`config.mk`:
```
export PLATFORM = sky130hd
export DESIGN_NAME = uart_tx_unit
export DESIGN_NICKNAME = d
export VERILOG_FILES = /design/src/rtl/uart_tx_unit.sv
export SDC_FILE = /design/constraint.sdc
export NUM_CORES = 1
export LEC_CHECK = 0
export CORE_MARGIN = 5
export CORE_UTILIZATION = 45
export CTS_BUF_LIST = sky130_fd_sc_hd__clkbuf_4 sky130_fd_sc_hd__clkbuf_8 sky130_fd_sc_hd__clkbuf_16
export DETAILED_ROUTE_END_ITERATION = 8
export GPL_ROUTABILITY_DRIVEN = 1
export PLACE_DENSITY = 0.74
export SYNTH_ARGS = -nofsm -noshare
export SYNTH_HDL_FRONTEND = slang
export SYNTH_SLANG_ARGS = --single-unit
```
`constraint.sdc`:
```
create_clock -name clk -period 4.3 [get_ports clk]
set_input_delay 0.43 -clock clk [delete_from_list [all_inputs] [get_ports clk]]
set_output_delay 0.43 -clock clk [all_outputs]
set_load 0.02 [all_outputs]
```
`src/rtl/uart_tx_unit.sv`:
```
// uart_tx_unit
//   Memory-mapped 8N1 UART transmitter for the peripheral bus. Bytes written
//   to TXDATA are queued in a 4-entry FIFO and serialised LSB first on
//   uart_tx. A sticky 'done' flag is set at the end of each frame and, when
//   enabled, drives a level interrupt.
//
// Ports
//   clk     : single clock for bus and serial logic
//   reset   : asynchronous, active-low reset
//   rd, wr  : peripheral read / write strobes from the MEM stage
//   addr    : byte address (TXDATA = BASE_ADDR, UARTCON = BASE_ADDR + 8)
//   wdata   : store data
//   rdata   : combinational read data, zero unless a UARTCON read is selected
//   uart_tx : serial line, idle high, driven straight from a flop
//   irq     : done & irq_en
module uart_tx_unit #(
    parameter int unsigned BAUD_DIV  = 5208,
    parameter logic [31:0] BASE_ADDR = 32'h40000018
) (
    input  logic        clk,
    input  logic        reset,
    input  logic        rd,
    input  logic        wr,
    input  logic [31:0] addr,
    input  logic [31:0] wdata,
    output logic [31:0] rdata,
    output logic        uart_tx,
    output logic        irq
);

    localparam logic [15:0] BAUD_LAST = 16'(BAUD_DIV - 1);
    localparam logic [31:0] CON_ADDR  = BASE_ADDR + 32'd8;

    typedef enum logic [1:0] {IDLE, START, DATA, STOP} state_t;

    state_t      state;
    logic [15:0] baud_cnt;
    logic [2:0]  bit_cnt;
    logic [7:0]  shift;

    logic [7:0]  fifo_mem [4];
    logic [1:0]  wptr;
    logic [1:0]  rptr;
    logic [2:0]  count;

    logic        done;
    logic        ovf;
    logic        irq_en;

    logic        sel_tx;
    logic        sel_con;
    logic        push;
    logic        push_ok;
    logic        pop;
    logic        con_wr;
    logic        baud_end;
    logic        frame_end;
    logic        fifo_empty;
    logic        fifo_full;
    logic        busy;
    logic        unused_wdata;

    assign sel_tx     = (addr == BASE_ADDR);
    assign sel_con    = (addr == CON_ADDR);
    assign push       = wr && sel_tx;
    assign con_wr     = wr && sel_con;
    assign fifo_empty = (count == 3'd0);
    assign fifo_full  = (count == 3'd4);
    assign busy       = (state != IDLE);
    assign baud_end   = (baud_cnt == BAUD_LAST);
    assign frame_end  = (state == STOP) && baud_end;

    // The FSM takes a byte either from IDLE or on the last stop-bit cycle,
    // which lets back-to-back frames run with no idle gap.
    assign pop        = !fifo_empty && ((state == IDLE) || frame_end);

    // A simultaneous pop frees a slot, so a push into a full FIFO still lands.
    assign push_ok    = push && (!fifo_full || pop);

    assign irq        = done && irq_en;

    assign unused_wdata = ^{wdata[31:8]};

    always_comb begin
        rdata = 32'd0;
        if (rd && sel_con) begin
            rdata = {26'd0, ovf, irq_en, done, fifo_empty, fifo_full, busy};
        end
    end

    // FIFO pointers and occupancy
    always_ff @(posedge clk or negedge reset) begin
        if (!reset) begin
            wptr  <= 2'd0;
            rptr  <= 2'd0;
            count <= 3'd0;
        end else begin
            if (push_ok) wptr <= wptr + 2'd1;
            if (pop)     rptr <= rptr + 2'd1;
            count <= count + 3'(push_ok) - 3'(pop);
        end
    end

    // FIFO storage carries data only, so it is left out of reset
    always_ff @(posedge clk) begin
        if (push_ok) fifo_mem[wptr] <= wdata[7:0];
    end

    // Status flags; a set in the same cycle as a clear takes priority
    always_ff @(posedge clk or negedge reset) begin
        if (!reset) begin
            done   <= 1'b0;
            ovf    <= 1'b0;
            irq_en <= 1'b0;
        end else begin
            if (frame_end)                 done <= 1'b1;
            else if (con_wr && wdata[3])   done <= 1'b0;

            if (push && fifo_full && !pop) ovf <= 1'b1;
            else if (con_wr && wdata[5])   ovf <= 1'b0;

            if (con_wr) irq_en <= wdata[4];
        end
    end

    // Shift register: loaded on pop, shifted right at every data-bit boundary
    always_ff @(posedge clk) begin
        if (pop)                              shift <= fifo_mem[rptr];
        else if ((state == DATA) && baud_end) shift <= {1'b0, shift[7:1]};
    end

    // Serial FSM; uart_tx is registered and set with each transition
    always_ff @(posedge clk or negedge reset) begin
        if (!reset) begin
            state    <= IDLE;
            baud_cnt <= 16'd0;
            bit_cnt  <= 3'd0;
            uart_tx  <= 1'b1;
        end else begin
            case (state)
                IDLE: begin
                    baud_cnt <= 16'd0;
                    uart_tx  <= 1'b1;
                    if (pop) begin
                        state   <= START;
                        bit_cnt <= 3'd0;
                        uart_tx <= 1'b0;
                    end
                end
                START: begin
                    if (baud_end) begin
                        state    <= DATA;
                        baud_cnt <= 16'd0;
                        uart_tx  <= shift[0];
                    end else begin
                        baud_cnt <= baud_cnt + 16'd1;
                    end
                end
                DATA: begin
                    if (baud_end) begin
                        baud_cnt <= 16'd0;
                        bit_cnt  <= bit_cnt + 3'd1;
                        if (bit_cnt == 3'd7) begin
                            state   <= STOP;
                            uart_tx <= 1'b1;
                        end else begin
                            // shift[1] becomes shift[0] on this same edge
                            uart_tx <= shift[1];
                        end
                    end else begin
                        baud_cnt <= baud_cnt + 16'd1;
                    end
                end
                STOP: begin
                    if (baud_end) begin
                        baud_cnt <= 16'd0;
                        if (pop) begin
                            state   <= START;
                            bit_cnt <= 3'd0;
                            uart_tx <= 1'b0;
                        end else begin
                            state <= IDLE;
                        end
                    end else begin
                        baud_cnt <= baud_cnt + 16'd1;
                    end
                end
                default: begin
                    state    <= IDLE;
                    baud_cnt <= 16'd0;
                    uart_tx  <= 1'b1;
                end
            endcase
        end
    end

endmodule

```
[After elaboration in Yosys (flattened, before gate mapping)]
Memories as Yosys holds them, arrays and structs flattened.
Index checks and enable logic that the tools add are counted.
Word-level totals
  input bits: 68
  output and inout bits: 34
  memories kept: 1
  bits in registers: 40
  bits in writable memories: 32
Memory list
  fifo_mem: words 4, width 8, read ports 1, clocked after memory_dff 0, wr ports 1, RTL line 41  | logic [7:0] fifo_mem [4];
Operators by class
  reduce and logical (&&, ||, !) cells: 28
  mux-type cells: 29
  equality and inequality tests: 14
  add/subtract/negate cells: 6
Operators by type and width (number)
  $eq 32x31->1 const B: 2
  $pmux 16 s2: 1
  $add 16x1->16 const B: 1
  $eq 16x13->1 const B: 1
  $mux 16: 1
  $mux 8: 2
  $mux 1: 13
  $logic_and 1x1->1: 12
  $mux 2: 5
  $ne 2x2->1 const B: 5
  $mux 3: 3
  $pmux 3 s3: 1
  $pmux 2 s4: 1
  $reduce_bool 2->1: 4
  $eq 3x3->1 const B: 2
  $mux 6: 1
  $reduce_and 5->1: 1
  $add 2x1->2 const B: 2
  $eq 2x2->1 const B: 2
  $pmux 1 s4: 1
  $reduce_and 4->1: 1
  $add 3x1->3: 1
  $add 3x1->3 const B: 1
  $logic_not 1->1: 3
  other kinds (9): 10

[Depth between registers and ports, before layout]
Gate-level depths: netlist of run 1.
  depth after elaboration: 8
  mapped depth: 13
  mapped depth without buffers: 12

[Least setup slack after synthesis of run 1]
Ideal clock, no wire load.
  kind: register -> register
  start point: register baud_cnt[0]
  end point: register count[2]
  stages on the path, launching flop included: 13
  path slack: 1.555 ns
  library setup time: 0.123 ns
  arrival: 2.623 ns
  cell sequence: dfrtp_1 > ha_1 > and4b_1 > and4_1 > buf_6 > a21oi_4 > nor2_8 > ha_1 > inv_1 > ha_1 > fa_1 > xnor2_1 > xnor2_1
Between the ends
  longest elaborated chain between the ends: 8
RTL lines
  from (decl): RTL line 37  | logic [15:0] baud_cnt;
  from (signal assigned): RTL line 156  | baud_cnt <= baud_cnt + 16'd1;
  from (signal assigned): RTL line 171  | baud_cnt <= baud_cnt + 16'd1;
  from (signal assigned): RTL line 185  | baud_cnt <= baud_cnt + 16'd1;
  $eq 16x13->1 (*): RTL line 70  | assign baud_end = (baud_cnt == BAUD_LAST);
  $logic_and 1x1->1 (*): RTL line 71  | assign frame_end = (state == STOP) && baud_end;
  $logic_or 1x1->1 (*): RTL line 75  | assign pop = !fifo_empty && ((state == IDLE) || frame_end);
  $logic_and 1x1->1 (*): RTL line 75
  via pop: RTL line 54  | logic pop;
  $logic_or 1x1->1: RTL line 78  | assign push_ok = push && (!fifo_full || pop);
  $logic_and 1x1->1: RTL line 78
  $add 3x1->3: RTL line 100  | count <= count + 3'(push_ok) - 3'(pop);
  $sub 3x1->3 (*): RTL line 100
  to (signal assigned): RTL line 100
  to (decl): RTL line 44  | logic [2:0] count;
The timed path passes the listed nets; every way through them passes the cells marked *.
A chain may end at the register's enable or synchronous reset.

[Final worst setup path of run 1]
  start point: input port addr[18]
  end point: output port rdata[2]
Between the ends
  longest elaborated chain between the ends: 3
RTL lines
  from (decl): RTL line 24  | input logic [31:0] addr,
  $eq 32x31->1: RTL line 64  | assign sel_con = (addr == CON_ADDR);
  $logic_and 1x1->1: RTL line 86  | if (rd && sel_con) begin
  $mux 6: RTL line 86
  to (decl): RTL line 26  | output logic [31:0] rdata,
Every way passes these cells.

==> qor.log, run 1 <==
[grt] pin count of the biggest net entering global routing 33
[logic_synthesis] Compound-Gate Fraction of Synth Area 5.05%
[logic_synthesis] Adder-Cell Fraction of Synth Area 5.67%
[grt] initial antenna violation count 0
[setup_path] Crit Path Class primary input to output port
[die] die boundary height 100 um
[setup_path] endpoint arrival time on the critical path 2.75 ns
[clocking] H-tree depth 3
[cells_and_area] Final #Nets 429
[die] Site Rows 33
[routing] antenna-violating nets left 0
[setup_path] Slowest cell on crit path sky130_fd_sc_hd__clkdlybuf4s50_1
[clocking] later-pin clock latency in the skew report 0.35 ns
[pwr] relative contribution of sequential cells to total power 55.1%
[logic_synthesis] count of unique library cells instantiated by Yosys 49
[logic_synthesis] share of synthesized area spent on multiplexers 8.71%
[logic_synthesis] simple logic cell fraction of the synthesized area 14.2%
[pwr] design internal power 0.991 mW
[setup_path] data required time of the critical path 3.87 ns
[timing] relative slew slack 58.9%
[pwr] net load switching power 0.328 mW
[routing] via-per-instance ratio 5.08
[setup_path] reg2reg setup slack 1.17 ns
[logic_synthesis] number of enable flip-flop cells after synthesis 40
[logic_synthesis] Syn Inst Count 288
[routing] first-iteration detailed-routing DRC count 140
[timing] setup violation total in the final timing report 0
[cells_and_area] Sequential cell area 2000 um2
[setup_path] Setup crit start addr[18]
[cells_and_area] area of the multi-input gates 1480 um2
[pwr] portion of total power attributed to the clock network 39.3%
[pwr] power per cell area 301 nW/um2
[clocking] clock net sink count 72
[die] top-level port count 102
[pwr] worst voltage drop across the vdd grid 0.000192 V
[pwr] total leakage power 1.69 nW
[setup_path] worst r2r src baud_cnt[0]
[pwr] Comb pwr share 5.5%
[cells_and_area] number of fill cells in the layout 685
[cells_and_area] ratio of cells with drive above 1 in the final layout 13.1%
[grt] overall track demand over capacity in global routing 14.5%
[routing] routed wire length 6.64 mm
[grt] residual overflow from global routing 0
[logic_synthesis] share of the yosys chip area belonging to registers 54.7%
[timing] aggregate negative setup slack 0 ns
[setup_path] worst path buffer plus inverter count 2
[routing] average wire length per cell after detail routing 14.6 um
[cells_and_area] commonest non-fill, non-tap cell in the layout sky130_fd_sc_hd__clkdlybuf4s50_1
[die] initial cell density of the core 45.3%
[logic_synthesis] main combinational cell family by area after synthesis simple AND/OR/NAND/NOR gates
[clocking] CTS clk-pin slew, worst paths 0.09 ns
[timing] share of the clock period used by the worst path after layout 73.9%
[timing] final count of hold timing violations 0
[timing] max frequency 0.315 GHz
[setup_path] endpoint type of the worst setup path output port
[die] DIE AREA 10000 um2
[die] width of the chip 100 um
[setup_path] CP Launch Type primary input
[logic_synthesis] count of state elements after synthesis 72
[logic_synthesis] share of synthesized registers carrying an async set or reset 44.4%
[cells_and_area] top library cells by usage in the layout, fill and taps aside 51 x sky130_fd_sc_hd__clkdlybuf4s50_1, 40 x sky130_fd_sc_hd__edfxtp_1, 31 x sky130_fd_sc_hd__dfrtp_1
[logic_synthesis] mean instance size in the synthesized netlist 12.7 um2
[timing] crit path time final 3.18 ns
[setup_path] cell-by-cell listing of the critical path clkdlybuf4s50_1 -> nor4_1 -> nand4_1 -> nor3_1 -> nand2_1 -> nor2_1 -> clkdlybuf4s50_1
[clocking] post-cts sizing count 0
[logic_synthesis] parity-gate share of the synthesized area counting xor and xnor cells 4.06%
[clocking] quantity of hold-fixing buffers added after cts 0
[setup_path] critical register-to-register path endpoint count[2]
[clocking] buffers from clock root to sink, at most 2
[setup_path] Crit path largest cell delay 0.62 ns
[clocking] root buffer cell sky130_fd_sc_hd__clkbuf_8
[cells_and_area] final design utilization 54.1%
[clocking] number of buffers created by CTS 9
[timing] number of max-slew violations in the final report 0
[clocking] CTS tree built
[setup_path] maximum fanout along the worst path 7
[routing] via count of the routed design 2313
[clocking] count of buffers added by post-CTS timing repair for setup 0
[setup_path] CP delay by family, top simple AND/OR/NAND/NOR gates
[pwr] Tot Pwr 1.32 mW
[setup_path] cell type with the highest occurrence count on the critical path sky130_fd_sc_hd__clkdlybuf4s50_1
[setup_path] path depth of the worst reg2reg path 12
[timing] Post-Route Skew 0.00742 ns
[routing] number of remaining DRC errors 0
[placement] placed wire-length estimate after detailed placement 4.92 mm
[hold_path] Hold WC Path Type primary input to asynchronous set/reset pin
[run_status] run status complete, no violations
[run] maximum capacitance violations 0
[timing] measured slew at the worst slew-check pin 0.613 ns
[routing] number of detailed-route iterations in the first pass 4
[placement] Port Buffers 51
[grt] number of global-route vias before repair 2428
[cells_and_area] layout overhead on the synthesized area 19.6%
[die] standard cell core area 8090 um2
[logic_synthesis] YS warnings 0
[timing] RSZ-0062 raised after global routing no
[cells_and_area] Antenna diodes 0
[pwr] net switching share of the total power 24.9%
[placement] weighted congestion reported at the end of routability-driven placement 0.846
[logic_synthesis] Main synth FF type sky130_fd_sc_hd__edfxtp_1
[logic_synthesis] synthesized cell area 3660 um2
[grt] first-pass GRT wire length 11.3 mm
[final cells by class]
class	instances	share of cell area, %
Clock buffer	9	2.83
Multi-Input combinational cell	196	33.7
Timing Repair Buffer	53	12.0
Tap cell	105	3.00
Sequential cell	72	45.7
Clock inverter	7	1.63
Inverter	13	1.11
[state kept, by name, summed over array words and instances (netlist names)]
signal,cells
baud_cnt,16
done,1
count,3
shift,8
wptr,2
rptr,2
bit_cnt,3
state,2
uart_tx,1
fifo_mem,32
irq_en,1
ovf,1
[synth_stat cells, types with 2 or more instances]
cell / number / area (um2)
sky130_fd_sc_hd__nor3_1: 5 / 25.0
sky130_fd_sc_hd__mux4_2: 8 / 180
sky130_fd_sc_hd__or3_1: 3 / 18.8
sky130_fd_sc_hd__nor4_1: 7 / 43.8
sky130_fd_sc_hd__a21oi_1: 6 / 30.0
sky130_fd_sc_hd__xnor2_1: 12 / 105
sky130_fd_sc_hd__nor4b_2: 2 / 30.0
sky130_fd_sc_hd__nor2_1: 27 / 101
sky130_fd_sc_hd__a22o_1: 2 / 17.5
sky130_fd_sc_hd__nor3b_1: 3 / 22.5
sky130_fd_sc_hd__clkbuf_1: 3 / 11.3
sky130_fd_sc_hd__mux2_2: 10 / 113
sky130_fd_sc_hd__nand3_1: 9 / 45.0
sky130_fd_sc_hd__ha_1: 15 / 188
sky130_fd_sc_hd__nand4_1: 5 / 31.3
sky130_fd_sc_hd__edfxtp_1: 40 / 1200
sky130_fd_sc_hd__buf_4: 27 / 203
sky130_fd_sc_hd__inv_1: 13 / 48.8
sky130_fd_sc_hd__o21ai_0: 5 / 25.0
sky130_fd_sc_hd__dfrtp_1: 31 / 776
sky130_fd_sc_hd__and2_1: 8 / 50.1
sky130_fd_sc_hd__nand2_1: 10 / 37.5
sky130_fd_sc_hd__and3_1: 7 / 43.8
sky130_fd_sc_hd__xor2_1: 5 / 43.8
[worst register-to-register path: cells and delay by family (launching register included)]
| kind | cells | cell delay (ns) |
|---|---|---|
| adders and majority gates | 4 | 1.09 |
| and+or+nand+nor | 2 | 0.65 |
| AOI/OAI and AO/OA | 2 | 0.46 |
| DFF | 1 | 0.43 |
| xor gates and xnor gates | 2 | 0.32 |
| buffers and inverters | 2 | 0.11 |
[power by group through the flow]
stage                     logic (mW)  registers (mW)  clock network [mW]
after floorplan               0.0401           0.743                   0
after global placement        0.0716           0.742                   0
after detailed placement      0.0730           0.742                   0
after CTS                     0.0731           0.727               0.535
after global routing          0.0784           0.727               0.570
final                         0.0729           0.727               0.519
[metal layers]
| metal | share of wire, % | vias to the layer above | wire length, um | track usage [%] |
|---|---|---|---|---|
| met5 | 0 | - | 0 | 0 |
| met4 | 1.6 | 0 | 103 | 5.91 |
| met3 | 7.7 | 9 | 514 | 4.86 |
| met2 | 48 | 89 | 3180 | 23.9 |
| met1 | 43 | 1114 | 2840 | 17.6 |
| li1 | - | 1101 | - | - |
[worst max path at each step]
stage | endpoint | cells past startpoint
3_5_place_dp | count[2] | 12
5_1_grt | rdata[0] | 7
4_1_cts | rdata[0] | 7
2_1_floorplan | count[2] | 12
3_3_place_gp | count[2] | 12
6_report | rdata[2] | 7
[cells by family (layout without fill, tap and decap cells)]
| logic type | after synthesis | in the layout |
|---|---|---|
| adder cells (fa/ha/maj) | 16 | 16 |
| AO/OA/AOI/OAI | 24 | 24 |
| buffers and inverters | 45 | 82 |
| flip-flops | 72 | 72 |
| other | 1 | 26 |
| XOR/XNOR | 17 | 17 |
| multiplexers | 20 | 20 |
| AND/OR/NAND/NOR | 93 | 93 |
[per-stage QoR]
step	hold WS [ns]	instances	setup slack (ns)	instance area (um2)
floorplan	0.134	313	1.55	3760
global placement	0.482	439	1.06	4190
detailed placement	0.480	439	1.03	4190
finish	0.470	455	1.12	4380
global route	0.520	455	0.849	4380
CTS	0.466	455	1.12	4380
(Power assumes the default switching activity.)
==> run 2, diff against run 1 <==
- CORE_UTILIZATION: 45 -> 44
- PLACE_DENSITY: 0.74 -> 0.75
- clock period: 4.3 -> 2.8 ns (I/O delays scaled with it)
==> run 2 against run 1 <==
Effect of this change:
- sequential cell count unchanged
- highest routed layer unchanged
- sequential power increased by 54%
- worst hold slack got worse by 0.13 ns
- clock power is 67% higher
- combinational power up 54%
- clock skew increased by 0.0021 ns
- register-to-register slack got worse by 1.1 ns
- largest power group unchanged
- core utilization increased by 0.31 points
- via count is 3.2% higher
==> qor.log, run 2 (synthesis results as in run 1) <==
[pwr] Tot Pwr 2.10 mW [+59%]
[timing] setup violation total in the final timing report 0 [unchanged]
[grt] peak-usage layer in the global routing report met2
[cells_and_area] largest registers fifo_mem: 32 flops, baud_cnt: 16 flops, shift: 8 flops
[routing] number of remaining DRC errors 0 [unchanged]
[setup_path] data required time of the critical path 3.08 ns [-0.79 ns]
[routing] number of detailed-route iterations in the first pass 4 [unchanged]
[setup_path] Crit Path Class register to register
[routing] average wire length per cell after detail routing 15.2 um [+4.3%]
[grt] overall track demand over capacity in global routing 14.7% [+0.13 points]
[die] width of the chip 101 um [+1.0%]
[timing] Post-Route Skew 0.00956 ns [+0.00215 ns]
[run] maximum capacitance violations 0 [unchanged]
[hold_path] Hold WC Path Type primary input to asynchronous set/reset pin
[timing] max frequency 0.370 GHz
[cells_and_area] number of non-filler instances in the completed layout 462 [+1.5%]
[cells_and_area] ratio of cells with drive above 1 in the final layout 15.1% [+2.0 points]
[cells_and_area] top library cells by usage in the layout, fill and taps aside 50 x sky130_fd_sc_hd__clkdlybuf4s50_1, 40 x sky130_fd_sc_hd__edfxtp_1, 31 x sky130_fd_sc_hd__dfrtp_1
[clocking] later-pin clock latency in the skew report 0.35 ns [about the same]
[cells_and_area] layout overhead on the synthesized area 21.5%
[timing] final count of hold timing violations 0 [unchanged]
[clocking] CTS clk-pin slew, worst paths 0.08 ns [about the same]
[setup_path] maximum fanout along the worst path 6 [-1]
[die] die boundary height 101 um [+1.0%]
[grt] first-pass GRT wire length 11.6 mm [+3.1%]
[placement] Port Buffers 51 [unchanged]
[die] initial cell density of the core 44.8% [-0.46 points]
[cells_and_area] Antenna diodes 0 [unchanged]
[routing] routed wire length 7.02 mm [+5.9%]
[placement] weighted congestion reported at the end of routability-driven placement 0.816 [-3.6%]
[timing] number of max-slew violations in the final report 0 [unchanged]
[die] top-level port count 102 [unchanged]
[die] DIE AREA 10300 um2 [+2.0%]
[cells_and_area] max FFs per register 32 [unchanged]
[cells_and_area] largest register by flop count fifo_mem
[clocking] buffers from clock root to sink, at most 2 [unchanged]
[cells_and_area] Final #Nets 436 [+1.6%]
[clocking] clock net sink count 72 [unchanged]
[routing] first-iteration detailed-routing DRC count 117 [-16%]
[placement] placed cells 446 [+1.6%]
[setup_path] endpoint type of the worst setup path register
[timing] relative slew slack 15.7% [-43 points]
[timing] share of the clock period used by the worst path after layout 96.6%
[clocking] H-tree depth 3 [unchanged]
[timing] final hold slack 0.337 ns [-0.133 ns]
[grt] number of global-route vias before repair 2515 [+3.6%]
[die] standard cell core area 8180 um2 [+1.0%]
[routing] antenna-violating nets left 0 [unchanged]
[timing] crit path time final 2.70 ns
[grt] met1 routing resource usage after global routing 17.4% [-0.22 points]
[clocking] number of buffers created by CTS 9 [unchanged]
[run_status] run status complete, no violations
[grt] pin count of the biggest net entering global routing 33 [unchanged]
[pwr] worst voltage drop across the vdd grid 0.000270 V [+40%]
[clocking] root buffer cell sky130_fd_sc_hd__clkbuf_8
[clocking] CTS tree built
[setup_path] CP Launch Type register
[pwr] power per cell area 471 nW/um2 [+57%]
[grt] met3 Resource Use GR 5.17% [+0.30 points]
[placement] placed wire-length estimate after detailed placement 5.15 mm [+4.7%]
[pwr] total leakage power 1.75 nW [+3.8%]
[routing] via count of the routed design 2386 [+3.2%]
[routing] via-per-instance ratio 5.16 [+1.6%]
[grt] initial antenna violation count 0 [unchanged]
[die] Site Rows 33 [unchanged]
[setup_path] endpoint arrival time on the critical path 2.98 ns [+0.23 ns]
[timing] RSZ-0062 raised after global routing yes
[cells_and_area] number of fill cells in the layout 688 [+0.44%]
[cells_and_area] commonest non-fill, non-tap cell in the layout sky130_fd_sc_hd__clkdlybuf4s50_1
[timing] measured slew at the worst slew-check pin 1.25 ns [+0.637 ns]
[grt] residual overflow from global routing 0 [unchanged]
[clocking] count of buffers added by post-CTS timing repair for setup 0 [unchanged]
[grt] GR Util met2 25.2% [+1.3 points]
==> run 2: layout make-up <==
class	instances	area, um2	area share, %
multi-input combinational	196	1480	33.2
tap	105	131	2.95
inverter	13	48.8	1.10
timing repair buffer	60	581	13.0
clock inverter	7	85.1	1.91
clock buffer	9	124	2.78
sequential	72	2000	45.0
==> run 2: stage by stage <==
| stage | setup TNS, ns | util, % | worst slack, ns | area (um2) |
|---|---|---|---|---|
| after floorplan | 0 | - | 0.0546 | 3760 |
| after global placement | -0.146 | 51.9 | -0.146 | 4240 |
| after detailed placement | -0.221 | 51.9 | -0.219 | 4240 |
| after CTS | 0 | 54.4 | 0.0493 | 4450 |
| after global routing | -0.00581 | 54.5 | -0.00581 | 4450 |
| final | 0 | 54.5 | 0.0953 | 4450 |
==> run 2: final timing paths <==
path                            cells after the start            to  slack, ns         from
max in group asynchronous                           2       uart_tx       2.14        reset
worst min-delay path                                2  baud_cnt[15]       0.34        reset
worst min register to register                      1           ovf       0.51          ovf
min in group clk                                    1           ovf       0.51          ovf
worst max-delay path                               11      count[2]        0.1  baud_cnt[5]
worst max register to register                     11      count[2]        0.1  baud_cnt[5]
==> run 2: worst max-delay path: stages, from the launching register on <==
cell and delay, ns:
sky130_fd_sc_hd__dfrtp_1 0.43, sky130_fd_sc_hd__nor4b_2 0.34, sky130_fd_sc_hd__and4_2 0.32, sky130_fd_sc_hd__a21oi_4 0.12, sky130_fd_sc_hd__a21boi_4 0.19, sky130_fd_sc_hd__inv_1 0.06, sky130_fd_sc_hd__ha_1 0.27, sky130_fd_sc_hd__inv_1 0.04
sky130_fd_sc_hd__ha_1 0.18, sky130_fd_sc_hd__fa_1 0.37, sky130_fd_sc_hd__xnor2_1 0.18, sky130_fd_sc_hd__xnor2_1 0.13
==> run 2: repair_timing <==
action | 4_1_cts | 5_1_grt
hold buffers | 0 | 0
gates resized for setup | 0 | 2
endpoints found under the setup margin | 0 | 2
==> run 2: per-layer routing <==
layer / wire length (um) / share of wire (%)
met1: 2990 / 43
met2: 3500 / 50
met3: 449 / 6.4
met4: 76 / 1.1
met5: 0 / 0
==> run 2: report_power, final <==
part           leakage (nW)  internal [mW]  switching, mW
clock network         0.107          0.432          0.437
logic                 0.880         0.0555         0.0568
registers             0.767           1.12   0.0000000181
total                  1.75           1.60          0.494
==> run 3, diff against run 2 <==
- ABC_CLOCK_PERIOD_IN_PS: not set -> 2800
- SETUP_SLACK_MARGIN: not set -> 0.15
==> run 3 against run 2 <==
Effect of this change:
- register-to-register slack improved by 0.09 ns
- routed wire length decreased by 4.2%
- critical endpoint unchanged
- count of clock-buffer cells in the layout unchanged
- sequential cell count unchanged
- fmax increased by 3.5%
==> qor.log, run 3 (synthesis results as in run 1) <==
[grt] residual overflow from global routing 0 [unchanged]
[timing] share of the clock period used by the worst path after layout 93.3% [-3.3 points]
[cells_and_area] largest register by flop count fifo_mem
[setup_path] Crit Path Class register to register
[routing] antenna-violating nets left 0 [unchanged]
[cells_and_area] final design utilization 56.1% [+1.7 points]
[cells_and_area] ratio of cells with drive above 1 in the final layout 17.4% [+2.3 points]
[timing] number of max-slew violations in the final report 0 [unchanged]
[timing] RSZ-0062 raised after global routing yes
[grt] first-pass GRT wire length 11.2 mm [-3.2%]
[timing] relative slew slack 23.0% [+7.3 points]
[pwr] portion of total power attributed to the clock network 46.7% [+5.3 points]
[routing] routed wire length 6.73 mm [-4.2%]
[setup_path] Setup crit start baud_cnt[1]
[setup_path] CP Launch Type register
[pwr] net load switching power 0.450 mW [-8.8%]
[pwr] net switching share of the total power 19.5% [-4.0 points]
[run_status] run status complete, no violations
[timing] measured slew at the worst slew-check pin 1.14 ns [-0.108 ns]
[clocking] number of buffers created by CTS 9 [unchanged]
[cells_and_area] Sequential cell area 2000 um2 [unchanged]
[clocking] clock net sink count 72 [unchanged]
[die] width of the chip 101 um [unchanged]
[die] top-level port count 102 [unchanged]
[grt] initial antenna violation count 0 [unchanged]
[timing] Post-Route Skew 0.0111 ns [+0.00153 ns]
[timing] max frequency 0.383 GHz [+3.5%]
[die] Site Rows 33 [unchanged]
[cells_and_area] layout overhead on the synthesized area 25.2%
[routing] first-iteration detailed-routing DRC count 95 [-19%]
[die] die boundary height 101 um [unchanged]
[placement] worst-case setup slack after placement -0.192 ns [+0.0272 ns]
[setup_path] cell-by-cell listing of the critical path ha_2 -> and4b_1 -> and4_4 -> a21oi_4 -> a21boi_4 -> inv_1 -> ha_1 -> inv_1 -> ha_1 -> fa_2 -> xnor2_2 -> xnor2_1
[clocking] later-pin clock latency in the skew report 0.34 ns [about the same]
[clocking] H-tree depth 3 [unchanged]
[routing] via-per-instance ratio 5.00 [-3.1%]
[clocking] quantity of hold-fixing buffers added after cts 0 [unchanged]
[setup_path] endpoint arrival time on the critical path 2.84 ns [-0.14 ns]
[pwr] Comb pwr share 4.8% [-0.6 points]
[grt] overall track demand over capacity in global routing 14.1% [-0.59 points]
[cells_and_area] largest registers fifo_mem: 32 flops, baud_cnt: 16 flops, shift: 8 flops
[cells_and_area] number of non-filler instances in the completed layout 467 [+1.1%]
[setup_path] Slowest cell on crit path sky130_fd_sc_hd__dfrtp_1
[grt] pin count of the biggest net entering global routing 33 [unchanged]
[placement] placed cells 449 [+0.67%]
[cells_and_area] top library cells by usage in the layout, fill and taps aside 45 x sky130_fd_sc_hd__clkdlybuf4s50_1, 40 x sky130_fd_sc_hd__edfxtp_1, 31 x sky130_fd_sc_hd__dfrtp_1
[routing] via count of the routed design 2337 [-2.1%]
[routing] number of detailed-route iterations in the first pass 4 [unchanged]
[placement] Port Buffers 51 [unchanged]
[cells_and_area] Antenna diodes 0 [unchanged]
[grt] number of global-route vias before repair 2431 [-3.3%]
[cells_and_area] area of the multi-input gates 1510 um2 [+1.9%]
[timing] Worst Setup Slack, final 0.187 ns [+0.0913 ns]
[timing] final count of hold timing violations 0 [unchanged]
[die] initial cell density of the core 44.8% [unchanged]
[pwr] power per cell area 503 nW/um2 [+6.8%]
[clocking] CTS tree built
[routing] number of remaining DRC errors 0 [unchanged]
[placement] weighted congestion reported at the end of routability-driven placement 0.820 [+0.55%]
[setup_path] maximum fanout along the worst path 5 [-1]
[cells_and_area] number of fill cells in the layout 664 [-3.5%]
[pwr] relative contribution of sequential cells to total power 48.4% [-4.8 points]
[pwr] design internal power 1.86 mW [+16%]
[placement] placed wire-length estimate after detailed placement 5.01 mm [-2.7%]
[die] standard cell core area 8180 um2 [unchanged]
[cells_and_area] commonest non-fill, non-tap cell in the layout sky130_fd_sc_hd__clkdlybuf4s50_1
[routing] average wire length per cell after detail routing 14.4 um [-5.3%]
[pwr] worst voltage drop across the vdd grid 0.000318 V [+18%]
[run] maximum capacitance violations 0 [unchanged]
[pwr] total leakage power 1.91 nW [+8.7%]
[setup_path] endpoint type of the worst setup path register
[clocking] CTS clk-pin slew, worst paths 0.08 ns [about the same]
[die] DIE AREA 10300 um2 [unchanged]
[setup_path] worst r2r src baud_cnt[1]
[setup_path] data required time of the critical path 3.02 ns [-0.06 ns]
[hold_path] Hold WC Path Type primary input to asynchronous set/reset pin
[clocking] buffers from clock root to sink, at most 2 [unchanged]
[setup_path] Crit path largest cell delay 0.37 ns [-0.06 ns]
[timing] setup violation total in the final timing report 0 [unchanged]
[clocking] root buffer cell sky130_fd_sc_hd__clkbuf_8
[cells_and_area] max FFs per register 32 [unchanged]
[cells_and_area] Final #Nets 441 [+1.1%]
[timing] crit path time final 2.61 ns [-0.0913 ns]
[run 3: cell types whose count changed in the layout (fill, tap and decap cells not counted), moves of 3 or more]
cell / delta
sky130_fd_sc_hd__buf_4: +5
sky130_fd_sc_hd__clkdlybuf4s50_1: -5
sky130_fd_sc_hd__dlymetal6s2s_1: +5
sky130_fd_sc_hd__bufinv_16: +3
sky130_fd_sc_hd__inv_6: -3
[run 3: routing by layer]
| metal | track usage [%] | vias to the layer above | part of all wire [%] |
|---|---|---|---|
| li1 | - | 1123 | - |
| met1 | 17.2 | 1121 | 42 |
| met2 | 23.7 | 86 | 50 |
| met3 | 4.55 | 7 | 7.6 |
| met4 | 4.60 | 0 | 1.3 |
| met5 | 0 | - | 0 |
[run 3: worst max-delay path: cells and delay by family, from the launching register on]
family	cells	cell delay [ns]
AOI/OAI and AO/OA	2	0.27
xor gates and xnor gates	2	0.26
adders and majority gates	4	1.01
buffers and inverters	2	0.09
DFF	1	0.37
and+or+nand+nor	2	0.48
[run 3: timing repair]
item,in CTS,in global routing
buffers inserted,2,0
endpoints found under the hold margin,0,0
pin swaps,1,1
resized for setup,1,10
setup endpoints to repair,1,16
[run 3: path summary, 6_finish.rpt]
check	slack, ns	cells after the start	end
max in group asynchronous	2.11	2	uart_tx
max	0.19	12	count[2]
max reg2reg	0.19	12	count[2]
min	0.34	2	baud_cnt[3]
min in group clk	0.51	1	ovf
min reg2reg	0.51	1	ovf
[run 3: final cells by class]
cell class	count	area share, %
tap	105	2.86
clock inverter	7	3.11
clock buffer	9	2.70
timing repair buffer	65	13.7
sequential	72	43.7
multi-input combinational	196	32.8
inverter	13	1.06
[run 3: stage by stage]
stage	power [mW]	hold slack (ns)	TNS [ns]	instance area, um2
after floorplan	1.20	-0.0156	0	3760
after global placement	1.25	0.482	-0.119	4270
after detailed placement	1.25	0.501	-0.239	4270
after CTS	2.33	0.339	0	4550
after global routing	2.39	0.374	0	4590
final	2.31	0.344	0	4590
[run 3: power by group through the flow]
stage | Sequential (mW) | Clock, mW | Combinational (mW)
3_5_place_dp | 1.14 | 0 | 0.112
6_report | 1.12 | 1.08 | 0.112
2_1_floorplan | 1.14 | 0 | 0.0616
4_1_cts | 1.12 | 1.10 | 0.113
3_3_place_gp | 1.14 | 0 | 0.110
5_1_grt | 1.12 | 1.15 | 0.121
==> edit: new RTL, settings of run 1 <==
The parameter `BAUD_DIV` goes from 5208 to 3906.
--- a/src/rtl/uart_tx_unit.sv
+++ b/src/rtl/uart_tx_unit.sv
@@ -15,5 +15,5 @@
 //   irq     : done & irq_en
 module uart_tx_unit #(
-    parameter int unsigned BAUD_DIV  = 5208,
+    parameter int unsigned BAUD_DIV  = 3906,
     parameter logic [31:0] BASE_ADDR = 32'h40000018
 ) (
Function: same outputs for any inputs over 10 cycles, from zero or initial values and one cycle with reset low; that may be too few to reach the edited logic, so the function may still have changed.
==> edit against run 1 <==
  * Clock skew shrank 0.0020 ns
  * Critical endpoint is now rdata[1]
  * Area after synthesis shrank 0.14%
  * Register-to-register slack lost 0.02 ns
  * Cell area grew 0.86%
  * Power grew 11%
  * Setup slack lost 0.18 ns
  * Critical path depth shrank 1
  * Sequential power is essentially flat
  * Count of clock-buffer cells in the layout is the same
  * Die area shrank 0.13%
  * Global-route usage shrank 0.29 points
  * Sequential cell count is the same
  * Wire length grew 1.4%
==> edit: results (changes against run 1) <==
Placement
  – Post-Place Setup Slack: 0.868 ns (-0.161 ns)
  – Inst Count DP: 440 (+0.23%)
  – Final Wtd Congestion: 0.763 (-9.9%)
  – HPWL Detailed: 4.89 mm (-0.70%)
  – Placed instance area: 0.00417 mm^2 (-0.42%)

Outcome
  – Status: finished, final reports clean

Global routing
  – Global-route wire length before repair: 11.1 mm (-1.6%)
  – Initial antenna violation count: 0 (unchanged)
  – Vias in the first global route: 2,386 (-1.7%)
  – Met2 Track Usage GR: 23.2% (-0.66 points)
  – Pin count of the biggest net entering global routing: 33 (unchanged)
  – Grt met1 use: 17.5% (-0.067 points)
  – Total GRT Usage: 14.3% (-0.29 points)

Cells and area
  – Fillers: 645 (-5.8%)
  – Final Non-Filler Cells: 456 (+0.22%)
  – Final-stage net count: 434 (+1.2%)
  – Sequential cell area: 0.00200 mm^2 (unchanged)

Logic synthesis
  – Synth top area cells: edfxtp_1 33%, dfrtp_1 21%, buf_4 5.5%
  – Yosys cell types: 49 (unchanged)
  – Sequential fraction of the synthesis area: 54.7% (+0.075 points)
  – Synthesized area per cell: 12.4 um^2 (-2.2%)

Timing
  – Clock period minus worst slack: 3.36 ns (+0.181 ns)
  – Relative slew slack: 59.2% (+0.37 points)

Route
  – Met2 WL: 3.19 mm (+0.35%)
  – Final WL: 6.73 mm (+1.4%)
  – DRT Pass-1 Iters: 5 (+1)
  – WL met1: 2.91 mm (+2.5%)
  – Vias per inst: 5.07 (-0.22%)
  – DR iter-0 viols: 114 (-19%)

Clock network
  – Clk buf depth: 2 (unchanged)
  – Total CTS buffers: 9 (unchanged)

Critical path
  – CP startpoint: addr[5]
  – Critical path arrival: 2.93 ns (+0.18 ns)
  – Critical Path End: rdata[1]
  – FF-to-FF setup slack: 1.15 ns (-0.02 ns)
  – Worst R2R Path Depth: 13 (+1)
  – Reg2reg start: state[0]
  – Critical path fanouts, max: 4 (-3)

Min path
  – HP Class: in -> async

Power and ir drop
  – P_sw: 0.310 mW (-5.6%)
  – Max VDD drop: 210 uV (+9.0%)
  – Reported combinational group power: 0.0734 mW (+0.7%)
  – P_leak: 1.67 nW (-0.88%)
  – Switching share of power: 21.1% (-3.7 points)
## edit: cell types whose count changed in the layout (fill, tap and decap cells not counted), moves of 2 or more
cell,delta
nand2b_1,+2
bufinv_16,+3
nand3_1,-3
xnor2_1,-2
and3_1,-6
inv_6,-3
inv_1,+2
nand2_1,+5
nor2_1,+2
a21o_1,+2
or3_1,+2
## edit: logic make-up after synthesis
logic type	share of synthesized area [%]
adder cells (fa/ha/maj)	6.02
flip-flops	54.7
AO/OA/AOI/OAI	4.27
other	0.102
multiplexers	8.82
AND/OR/NAND/NOR	14.2
XOR/XNOR	3.83
buffers and inverters	8.03
## edit: layout make-up
class                           count  area share, %
Clock inverter                      7           2.86
Tap cell                          102           2.89
Sequential cell                    72           45.3
Inverter                           15           1.27
Timing Repair Buffer               53           11.9
Clock buffer                        9           2.80
Multi-Input combinational cell    198           33.0
## edit: worst max-delay path: cells and delay by family
family / cells / cell delay (ns)
buf+inv: 2 / 1.10
simple gates: 4 / 1.40
